==> src/rtl/biquad8_pole_coeff_loader_pkg.sv <==
// Shared biquad8 constants and small helpers for the pole-stage coefficient loader.
package biquad8_pole_coeff_loader_pkg;

  localparam int unsigned BQ8_CWIDTH      = 18;
  localparam int unsigned BQ8_POLE_NCOEFF = 4;
  localparam int unsigned BQ8_POLE_AWIDTH = 2;

  // Width of a down-counter that must hold n-1 (at least one bit).
  function automatic int unsigned cnt_width(input int unsigned n);
    return (n > 1) ? $clog2(n) : 1;
  endfunction

endpackage

==> src/rtl/biquad8_pole_coeff_loader.sv <==
// Coefficient loader for the biquad8 pole IIR: host writes a shadow bank,
// a commit snapshots it and shifts it last-DSP-first through the B1 cascade
// (CEB1), then a single CEB2 pulse switches every DSP at once.
module biquad8_pole_coeff_loader
  import biquad8_pole_coeff_loader_pkg::*;
#(
  parameter int unsigned NCOEFF = BQ8_POLE_NCOEFF,
  parameter int unsigned CWIDTH = BQ8_CWIDTH,
  parameter int unsigned AWIDTH = BQ8_POLE_AWIDTH
) (
  input  logic              clk,
  input  logic              rst,
  input  logic [AWIDTH-1:0] host_addr_i,
  input  logic [CWIDTH-1:0] host_dat_i,
  input  logic              host_wr_i,
  input  logic              host_commit_i,
  output logic [CWIDTH-1:0] coeff_dat_o,
  output logic              coeff_wr_o,
  output logic              coeff_update_o,
  output logic              busy_o,
  output logic              done_o
);

  localparam int unsigned CNTW = cnt_width(NCOEFF);

  typedef enum logic [1:0] {
    IDLE   = 2'd0,
    SHIFT  = 2'd1,
    UPDATE = 2'd2
  } state_t;

  state_t            state;
  logic [CNTW-1:0]   cnt;
  logic              pending;
  logic [CWIDTH-1:0] shadow   [NCOEFF];
  logic [CWIDTH-1:0] snapshot [NCOEFF];
  logic              addr_ok;

  assign addr_ok = 32'(host_addr_i) < NCOEFF;

  // Shadow bank: host writes accepted in every state, out-of-range addresses dropped.
  always_ff @(posedge clk) begin
    if (rst) begin
      for (int unsigned i = 0; i < NCOEFF; i++) shadow[i] <= '0;
    end else if (host_wr_i && addr_ok) begin
      shadow[host_addr_i] <= host_dat_i;
    end
  end

  // Load sequencer with registered outputs. The first shifted word is taken
  // straight from shadow at the commit edge, so it equals snapshot[NCOEFF-1].
  always_ff @(posedge clk) begin
    if (rst) begin
      state          <= IDLE;
      cnt            <= '0;
      pending        <= 1'b0;
      coeff_dat_o    <= '0;
      coeff_wr_o     <= 1'b0;
      coeff_update_o <= 1'b0;
      busy_o         <= 1'b0;
      done_o         <= 1'b0;
      for (int unsigned i = 0; i < NCOEFF; i++) snapshot[i] <= '0;
    end else begin
      case (state)
        IDLE: begin
          coeff_update_o <= 1'b0;
          done_o         <= 1'b0;
          if (host_commit_i) begin
            for (int unsigned i = 0; i < NCOEFF; i++) snapshot[i] <= shadow[i];
            state       <= SHIFT;
            cnt         <= CNTW'(NCOEFF - 1);
            coeff_dat_o <= shadow[NCOEFF-1];
            coeff_wr_o  <= 1'b1;
            busy_o      <= 1'b1;
          end else begin
            coeff_dat_o <= '0;
            coeff_wr_o  <= 1'b0;
            busy_o      <= 1'b0;
          end
        end

        SHIFT: begin
          if (host_commit_i) pending <= 1'b1;
          if (cnt == '0) begin
            state          <= UPDATE;
            coeff_dat_o    <= '0;
            coeff_wr_o     <= 1'b0;
            coeff_update_o <= 1'b1;
            done_o         <= 1'b1;
          end else begin
            cnt         <= cnt - CNTW'(1);
            coeff_dat_o <= snapshot[cnt - CNTW'(1)];
          end
        end

        UPDATE: begin
          coeff_update_o <= 1'b0;
          done_o         <= 1'b0;
          // A commit landing in this very cycle merges with any earlier pending one.
          if (pending || host_commit_i) begin
            for (int unsigned i = 0; i < NCOEFF; i++) snapshot[i] <= shadow[i];
            pending     <= 1'b0;
            state       <= SHIFT;
            cnt         <= CNTW'(NCOEFF - 1);
            coeff_dat_o <= shadow[NCOEFF-1];
            coeff_wr_o  <= 1'b1;
          end else begin
            state  <= IDLE;
            busy_o <= 1'b0;
          end
        end

        default: begin
          state       <= IDLE;
          coeff_dat_o <= '0;
          coeff_wr_o  <= 1'b0;
          busy_o      <= 1'b0;
        end
      endcase
    end
  end

endmodule

==> config.mk <==
export PLATFORM = sky130hd
export DESIGN_NAME = biquad8_pole_coeff_loader
export DESIGN_NICKNAME = d
export VERILOG_FILES = /design/src/rtl/biquad8_pole_coeff_loader_pkg.sv /design/src/rtl/biquad8_pole_coeff_loader.sv
export SDC_FILE = /design/constraint.sdc
export NUM_CORES = 1
export LEC_CHECK = 0
export BUFFER_PORTS_ARGS = -buffer_cell sky130_fd_sc_hd__buf_2
export CORE_AREA = 2 2 155 157
export CTS_CLUSTER_DIAMETER = 100
export CTS_CLUSTER_SIZE = 10
export DETAILED_ROUTE_END_ITERATION = 8
export DIE_AREA = 0 0 157 159
export GPL_ROUTABILITY_DRIVEN = 0
export PLACE_DENSITY_LB_ADDON = 0.15
export SYNTH_ARGS = -nofsm -noshare
export SYNTH_HDL_FRONTEND = slang
export SYNTH_SLANG_ARGS = --single-unit
export TNS_END_PERCENT = 50
==> constraint.sdc <==
create_clock -name clk -period 3.2 [get_ports clk]
set_input_delay 0.64 -clock clk [delete_from_list [all_inputs] [get_ports clk]]
set_output_delay 0.64 -clock clk [all_outputs]
set_load 0.1 [all_outputs]
==> Word-level counts from Yosys, hierarchy flattened <==
Memory sizes are Yosys's and may differ from the RTL's.
Index checks and enable logic that the tools add are counted.
{ "word_totals": {"regBits": 26, "out_inout_bits": 22, "ramBits": 144, "elab_cells": 87, "memories": 2} }
{ "mem_list": {"columns": ["name", "depth", "word_bits", "rd", "rd_ports_with_merged_regs", "write_ports", "line", "source"], "rows": [
  ["shadow", 4, 18, 4, 0, 4, "biquad8_pole_coeff_loader.sv:35", "logic [CWIDTH-1:0] shadow [NCOEFF];"],
  ["snapshot", 4, 18, 1, 0, 4, "biquad8_pole_coeff_loader.sv:36", "logic [CWIDTH-1:0] snapshot [NCOEFF];"]
]} }
{ "op_classes": {"muxes": 46, "eq_ne": 8, "bitwise_logic": 9, "n_reduce_logical": 14, "add_sub_neg": 1} }
{ "op_table": {"columns": ["operator", "count"], "rows": [
  ["18-bit 2-to-1 mux", 12],
  ["18-bit case mux with 3 select lines", 1],
  ["1-bit 2-to-1 mux", 21],
  ["18-bit OR reduction", 1],
  ["2-bit 2-to-1 mux", 6],
  ["2-bit inequality test (second input constant)", 6],
  ["2-bit case mux with 3 select lines", 2],
  ["1-bit bitwise OR", 8],
  ["2-bit AND reduction", 4],
  ["1-bit case mux with 3 select lines", 2],
  ["2-bit logical NOT", 2],
  ["1-bit case mux with 2 select lines", 2],
  ["4-bit AND reduction", 1],
  ["2-bit nonzero test", 2],
  ["3-bit AND reduction", 1],
  ["3-bit nonzero test", 1],
  ["2-bit by 1-bit equality test with 1-bit output (second input constant)", 1],
  ["2-bit equality test (second input constant)", 1],
  ["2-bit OR reduction", 1],
  ["2-bit by 1-bit subtractor with 2-bit output (second input constant)", 1],
  ["1-bit logical OR", 1],
  ["1-bit NOT", 1]
]} }

==> Depth between registers and ports, before layout <==
Gate-level depths: netlist (run 1).
{ "depth": {"word_depth": 6, "ltp_mapped": 9} }

==> Worst setup path after synthesis (run 1) <==
OpenSTA, ideal clock, no wires.
{ "synth_timing": {"path_type": "register -> register", "start": "register cnt[0]", "end": "register coeff_dat_o[10]", "stages_incl_launch_ff": 10, "arrival_time_ns": 2.331, "setup_time_ns": 0.086, "setup_slack_ns": 0.783, "required_ns": 3.114, "cell_sequence": "dfxtp_1 > buf_2 > buf_2 > inv_1 > ha_1 > or4b_1 > buf_2 > buf_6 > o22a_1 > a221oi_2"} }
{ "synth_via": {"elab_chain_len": 4, "elab_cells_between_ends": 5, "cone_classes": "add/sub: 1; mux: 2; reduce/logical: 1; memory: 1"} }
{ "synth_rtl": {"columns": ["element", "line", "source"], "rows": [
  ["start, declared", "biquad8_pole_coeff_loader.sv:33", "logic [CNTW-1:0] cnt;"],
  ["start signal, assigned", "biquad8_pole_coeff_loader.sv:71", "cnt <= CNTW'(NCOEFF - 1);"],
  ["start signal, assigned", "biquad8_pole_coeff_loader.sv:91", "cnt <= cnt - CNTW'(1);"],
  ["start signal, assigned", "biquad8_pole_coeff_loader.sv:104", "cnt <= CNTW'(NCOEFF - 1);"],
  ["2-bit by 1-bit subtractor with 2-bit output", "biquad8_pole_coeff_loader.sv:92", "coeff_dat_o <= snapshot[cnt - CNTW'(1)];"],
  ["memory read 4 x 18 bit", null, null],
  ["18-bit 2-to-1 mux *", "biquad8_pole_coeff_loader.sv:84", "if (cnt == '0) begin"],
  ["18-bit case mux with 3 select lines *", "biquad8_pole_coeff_loader.sv:64", "case (state)"],
  ["end signal, assigned", "biquad8_pole_coeff_loader.sv:72", "coeff_dat_o <= shadow[NCOEFF-1];"],
  ["end signal, assigned", "biquad8_pole_coeff_loader.sv:92", null],
  ["end signal, assigned", "biquad8_pole_coeff_loader.sv:105", "coeff_dat_o <= shadow[NCOEFF-1];"],
  ["end, declared", "biquad8_pole_coeff_loader.sv:17", "output logic [CWIDTH-1:0] coeff_dat_o,"]
]} }
Every way passes the cells marked *; elsewhere a longest branch is shown, timed or not.
A chain may end at the register's enable or synchronous reset.

==> Worst setup path in the final report (run 1) <==
{ "layout_timing": {"start": "register cnt[0]", "end": "register coeff_dat_o[15]"} }
The elaborated chain is that of the path after synthesis.

==> key figures, run 1 <==
Power
  • Power, Total: approximately 5.3 mW
  • Power per Cell Area: approximately 620 nW/um^2
  • VDD IR max: just over 0.3 mV
  • Leakage dissipation: around 3.1 nW

Critical path
  • Crit path from: cnt[0]$_SDFFE_PP0P_
  • Crit path kind: reg -> reg
  • CP peak stage delay: ~0.85 ns
  • Worst EP arrival: between 2 and 3 ns
  • Critical path launch point type: flop
  • Slowest CP cell: or4b_1
  • WP data required: 3.53 ns
  • Crit Path Max Fanout: 17
  • Crit. End Element: flop
  • Critical-path cell list: inv_1 > ha_1 > or4b_1 > o22a_1 > a221oi_1
  • Reg-to-Reg Start: cnt[0]$_SDFFE_PP0P_

Clock network
  • Clock Sinks: 170
  • Clock tree buffer depth: 2
  • H-tree levels: 4
  • Clock buffer count from CTS: 17
  • Buffer count from post-CTS setup fixing: 0
  • Post_cts resized: 0
  • CTS clk-pin slew, worst paths: 0.07 ns
  • Skew-Pair Late Insertion Delay: 0.43 ns
  • Clk root buf: clkbuf_16
  • CTS tree: built
  • Hold Buf Count CTS: 0

Floorplan
  • Placement row count: 56
  • Die height: roughly 160 um
  • Initial Util: between 30% and 40%
  • Horiz. Die Dim: 157 um
  • Die area: ~25000 sq um
  • IO Pins: 46
  • Core Area: 23200 sq um

Yosys
  • Sequential-to-total area share from yosys stat: 66.4%
  • Synth Area in Adders: less than 1%
  • Area contributors post-synth: edfxtp_1 59%, and2_1 12%, dfxtp_1 7.1%, mux2i_1 4.8%, nor3b_1 2.2%
  • Fraction of the mapped netlist area in simple logic gates: between 10% and 20%
  • Post-Syn Area per Cell: ~14 sq um
  • Synth Area in XOR/XNOR: 0%
  • Post-synth EDFFs: roughly 140
  • Post-synth top flop: edfxtp_1
  • Ys Warns: 0
  • Post-synth ARST share: 0%
  • Post-synthesis compound-gate area fraction: a little under a tenth
  • Syn Std Cell Area: approximately 7300 sq um
  • Commonest cells in the netlist: 144 x and2_1, 144 x edfxtp_1, 35 x mux2i_1
  • Post-synthesis mux area share: around 5.1%
  • Share of the synthesized area in the top cell type: around 60%
  • Gate Count Post-Synth: 523
  • Synth Register Bits: 170
  • Number of distinct library cells after synthesis: 35
  • Main combinational cell family by area after synthesis: simple AND/OR/NAND/NOR gates
  • Mapped Nets: approximately 550
  • Post-synth top area cell: edfxtp_1

Cells and area
  • Nets@finish: about 590
  • Cell Count, Final, Fillers Out: roughly 900
  • Diodes inserted: 0
  • Layout cell share with drive strength beyond 1: 19.2%
  • Reg area: 4850 sq um
  • Final core utilization: a little over a third
  • Multi-input logic area: roughly 2300 sq um
  • Filler cells: approximately 2200
  • Area growth from synthesis to layout: 15.9%
  • Final Cell Area: around 8500 sq um

Timing
  • Clock skew: 0.0139 ns
  • Final Critical Period: approximately 2.2 ns
  • Slew @ Worst Pin: 0.924 ns
  • Fin crit share: 69.3%
  • Slew HR: a little under two fifths
  • WHS: between 0.4 and 0.5 ns
  • Setup TNS: 0 ns
  • Max-slew violations: 0
  • Highest clock rate: around 450 MHz
  • Setup violations, final: 0
  • Setup ws final: around 0.98 ns
  • Unrepaired setup endpoints after global routing: false
  • Final hold violation count: 0

Outcome
  • Status: finished, final reports clean

Routing
  • Iter 0 DRT Violations: between 200 and 250
  • Final wirelength: approximately 16000 um
  • Drt wl/cell: 17.7 um
  • Vias/cell: 4.52
  • Routed Antenna Nets: 0
  • DRC Markers: 0
  • Vias post-DR: about 4000
  • TritonRoute pass-1 iters: 4

Global route
  • First-pass GRT wire length: about 24000 um
  • GRT Util Overall: between 10% and 20%
  • Total grt overflow: 0
  • Vias in the first global route: approximately 4000
  • Pin count of the biggest net entering global routing: 73
  • Initial antenna violation count: 0

Placed design
  • DP Cell Count: slightly below 900
  • Detailed Place HPWL: between 10000 and 15000 um
  • I/O Buffers: 45
  • Dpl cell area: 7890 sq um
  • Dpl ws: 0.717 ns

Flow run
  • Number of max-cap violations: 0

Worst hold path
  • Hold Path Origin: coeff_wr_o$_SDFFE_PP0P_
  • Hold Path Class: reg -> reg
## flip-flops by register name, indices dropped and copies added, names as in the netlist
name,cells
busy_o,1
cnt,2
coeff_dat_o,18
coeff_wr_o,1
done_o,1
pending,1
shadow,72
snapshot,72
state,2
## critical path, delay by kind of cell (launching register included)
kind / cells / cell delay, ns
compound gates: 2 / 0.57
fa+ha+maj: 1 / 0.33
buf+inv: 1 / 0.05
flops: 1 / 0.33
simple gates: 1 / 0.85
## cells in the final DEF (no fill, tap or decap), types with 2 or more instances in the layout
master     instances
o21a_1             2
nor2b_1            2
a21oi_1            6
edfxtp_1         144
inv_8              6
o21ai_0           19
nor3b_1           20
a221oi_2          10
inv_1              5
nand2_1            6
nand3_1            2
buf_4             15
nor2_1             4
and2_1           144
o21bai_1          17
clkbuf_16         17
inv_6              6
buf_2             45
or2_2              5
a221oi_1           7
dfxtp_1           25
mux2i_1           35
ha_1               2
o22a_1            17
## path summary, 6_finish.rpt
check             cells past startpoint                      endpoint  slack [ns]
hold / removal                        2       coeff_wr_o$_SDFFE_PP0P_        0.49
setup reg to reg                      5  coeff_dat_o[15]$_SDFFE_PP0N_        0.98
hold reg to reg                       2       coeff_wr_o$_SDFFE_PP0P_        0.49
setup / recovery                      5  coeff_dat_o[15]$_SDFFE_PP0N_        0.98
## metal layers
layer | GRT usage [%] | share of wire (%) | vias up
li1 | - | - | 2004
met2 | 18.9 | 44 | 69
met3 | 2.42 | 3.3 | 14
met5 | 0 | 0 | -
met4 | 5.21 | 1.7 | 0
met1 | 19.6 | 51 | 1976
## layout make-up
cell class                      instances  share of cell area (%)
Sequential cell                       170                    57.3
Clock inverter                         15                    1.74
Inverter                                5                   0.222
Multi-Input combinational cell        312                    27.0
Tap cell                              319                    4.72
Clock buffer                           17                    5.03
Timing Repair Buffer                   60                    3.99
## power breakdown
| group | total (mW) | switching [mW] | internal [mW] |
|---|---|---|---|
| sequential | 2.66 | 0.0687 | 2.59 |
| combinational | 0.612 | 0.431 | 0.180 |
| clock | 2.01 | 0.961 | 1.04 |
## cell families (layout without fill, tap and decap cells)
| kind of cell | Yosys count | after routing |
|---|---|---|
| compound gates | 83 | 83 |
| fa+ha+maj | 2 | 2 |
| buf+inv | 41 | 97 |
| flops | 170 | 170 |
| mux | 36 | 36 |
| simple gates | 191 | 191 |
Note: power is estimated with default switching activity, not from simulation.
==> run 2: changes to the inputs <==
--- a/config.mk
+++ b/config.mk
@@ -5,12 +5,13 @@
 export SDC_FILE = /design/constraint.sdc
 export NUM_CORES = 1
 export LEC_CHECK = 0
+export ABC_AREA = 1
 export BUFFER_PORTS_ARGS = -buffer_cell sky130_fd_sc_hd__buf_2
-export CORE_AREA = 2 2 155 157
+export CORE_AREA = 2 2 153 155
 export CTS_CLUSTER_DIAMETER = 100
 export CTS_CLUSTER_SIZE = 10
 export DETAILED_ROUTE_END_ITERATION = 8
-export DIE_AREA = 0 0 157 159
+export DIE_AREA = 0 0 155 157
 export GPL_ROUTABILITY_DRIVEN = 0
 export PLACE_DENSITY_LB_ADDON = 0.15
 export SYNTH_ARGS = -nofsm -noshare
==> constraint.sdc (replaced) <==
create_clock -name clk -period 2.1 [get_ports clk]
set_input_delay 0.42 -clock clk [delete_from_list [all_inputs] [get_ports clk]]
set_output_delay 0.42 -clock clk [all_outputs]
set_load 0.1 [all_outputs]
==> run 2 against run 1 <==
Against the previous run: synthesized cell count rose by 31%; flip-flop and latch count did not move; non-clock buffer count rose by 9; clock skew fell by 0.0053 ns; clock power rose by 63%; critical path depth fell by 4; first-iteration DRC count rose by 11%; clock-buffer cell count did not move; via count rose by 10%; combinational power rose by 57%; sequential share of layout area rose by 1.2 points.
==> key figures, run 2 <==
Critical path
  • Critical path launch point type: flop
  • Buf+Inv Stages, Crit Path: 1
  • Critical-path cell list: buf_2
  • Slowest CP cell: buf_2
  • Crit path kind: reg -> out
  • Crit Path Max Fanout: 3
  • CP top delay family: buffers and inverters
  • CP peak stage delay: 0.44 ns
  • Crit. End Element: primary output
  • Worst EP arrival: 1.23 ns
  • WP data required: around 1.7 ns

Timing
  • Final Critical Period: about 1.7 ns
  • Unrepaired setup endpoints after global routing: false
  • WHS: 0.303 ns
  • Clock skew: 0.00858 ns
  • Fin crit share: 78.6%
  • Final hold violation count: 0
  • Setup violations, final: 0
  • Slew @ Worst Pin: approximately 0.50 ns
  • Max-slew violations: 0
  • Slew HR: between 60 and 70%
  • Setup TNS: 0 ns
  • Highest clock rate: 606 MHz

Yosys
  • Gate Count Post-Synth: about 690
  • Mapped Nets: around 700
  • Syn Std Cell Area: 7120 sq um
  • Sequential-to-total area share from yosys stat: 68.0%
  • Area contributors post-synth: edfxtp_1 61%, nand2_1 8.1%, nor2_1 7.7%, dfxtp_1 7.3%, inv_1 4.1%
  • Synth Area in XOR/XNOR: 0%
  • Synth Register Bits: 170
  • Post-synth EDFFs: about 140
  • Post-synth top area cell: edfxtp_1
  • Most common cell in the netlist: nand2_1
  • Ys Warns: 0
  • Number of distinct library cells after synthesis: 28
  • Main combinational cell family by area after synthesis: simple AND/OR/NAND/NOR gates
  • Post-synthesis mux area share: 0%
  • Synth Area in Adders: 0.351%
  • Post-synthesis compound-gate area fraction: about 2.7%
  • Share of the synthesized area in the top cell type: 60.7%
  • Post-synth ARST share: 0%
  • Post-synth top flop: edfxtp_1
  • Fraction of the mapped netlist area in simple logic gates: between 20% and 30%
  • Commonest cells in the netlist: 153 x nand2_1, 147 x nor2_1, 144 x edfxtp_1
  • Post-Syn Area per Cell: between 10 and 15 sq um

Clock network
  • Clock Sinks: 170
  • CTS clk-pin slew, worst paths: about 0.07 ns
  • Hold Buf Count CTS: 0
  • Buffer count from post-CTS setup fixing: 0
  • CTS tree: built
  • Clock tree buffer depth: 2
  • Clock buffer count from CTS: 17
  • Skew-Pair Late Insertion Delay: between 0.4 and 0.5 ns
  • Post_cts resized: 0
  • Clk root buf: clkbuf_16
  • H-tree levels: 4

Placed design
  • I/O Buffers: 45
  • Dpl cell area: 7660 sq um
  • Detailed Place HPWL: ~11000 um

Global route
  • Met1 usage: 17.6%
  • Initial antenna violation count: 0
  • GR peak layer: met2
  • Pin count of the biggest net entering global routing: 37
  • Vias in the first global route: ~4600
  • Total grt overflow: 0
  • Global Route met2 Usage: between 20 and 25%
  • GR Util met3: between 3 and 4%
  • First-pass GRT wire length: between 20000 and 25000 um
  • GRT Util Overall: about 13%

Floorplan
  • IO Pins: 46
  • Initial Util: around a third
  • Die height: approximately 160 um
  • Horiz. Die Dim: roughly 160 um
  • Core Area: between 20000 and 25000 sq um
  • Placement row count: 55
  • Die area: 24300 sq um

Power
  • Power per Cell Area: 994 nW/um^2
  • Power, Total: just over 8 mW
  • Seq pwr share: between 40 and 50%
  • VDD IR max: between 0.3 and 0.4 mV
  • Combinational share of power: 11.7%
  • NetSw: ~2.1 mW
  • Int Power: between 6 and 7 mW
  • Leakage dissipation: roughly 3.5 nW
  • Clk pwr share: roughly two fifths
  • Net Sw Frac: ~25%

Routing
  • Drt wl/cell: around 14 um
  • Final wirelength: 14700 um
  • Iter 0 DRT Violations: around 250
  • Routed Antenna Nets: 0
  • Vias post-DR: 4478
  • DRC Markers: 0
  • Vias/cell: roughly 4.3
  • TritonRoute pass-1 iters: 5

Cells and area
  • Area growth from synthesis to layout: 16.3%
  • Layout cell share with drive strength beyond 1: around 17%
  • Final core utilization: approximately 37%
  • Commonest non-fill, non-tap cell in the layout: nand2_1
  • Final Cell Area: 8280 sq um
  • Biggest regs: shadow (72), snapshot (72), coeff_dat_o (18)
  • Most frequent cells in the layout: 153 x nand2_1, 147 x nor2_1, 144 x edfxtp_1
  • Diodes inserted: 0
  • Nets@finish: between 700 and 800

Outcome
  • Status: finished, final reports clean

Worst hold path
  • Hold Path Class: in -> reg

Flow run
  • Number of max-cap violations: 0
run 2: path summary, 6_finish.rpt:
path | start | to | slack [ns] | cells past startpoint
setup / recovery | done_o$_SDFFE_PP0P_ | coeff_update_o | 0.45 | 1
hold / removal | host_commit_i | pending$_SDFFE_PP0P_ | 0.30 | 3
setup reg to reg | cnt[0]$_SDFFE_PP0P_ | coeff_dat_o[14]$_SDFFE_PP0N_ | 0.53 | 8
hold reg to reg | coeff_dat_o[4]$_SDFFE_PP0N_ | coeff_dat_o[4]$_SDFFE_PP0N_ | 0.46 | 2
run 2: power groups by stage:
stage,clock network (mW),logic (mW),registers (mW)
global placement,0,0.962,4.07
CTS,3.36,0.978,4.00
floorplan,0,0.531,4.25
finish,3.28,0.963,3.99
detailed placement,0,0.974,4.07
global route,3.51,1.08,4.02
run 2: cells by family after synthesis:
family,Yosys count
buffers and inverters,116
and+or+nand+nor,369
AOI/OAI and AO/OA,30
adders and majority gates,2
DFF,170
run 2: per-stage QoR:
step,worst slack [ns],cells
global route,0.363,1040
finish,0.449,1040
global placement,0.415,1009
floorplan,0.242,687
detailed placement,0.395,1009
CTS,0.426,1040
run 2: area by class of cell:
type	count	area [sq um]
clock buffer	17	425
clock inverter	14	195
fill	2251	14200
inverter	84	315
multi-input combinational	401	1740
sequential	170	4840
tap	285	357
timing repair buffer	69	405
run 2: metal layers:
layer,vias up,share of wire [%]
li1,2317,-
met1,2078,50
met2,72,45
met3,11,3.9
met4,0,1.1
met5,-,0
run 2: tightest hold or removal path: stages:
cell     delay [ns]
buf_2          0.11
nand3_1        0.07
a21oi_1        0.07
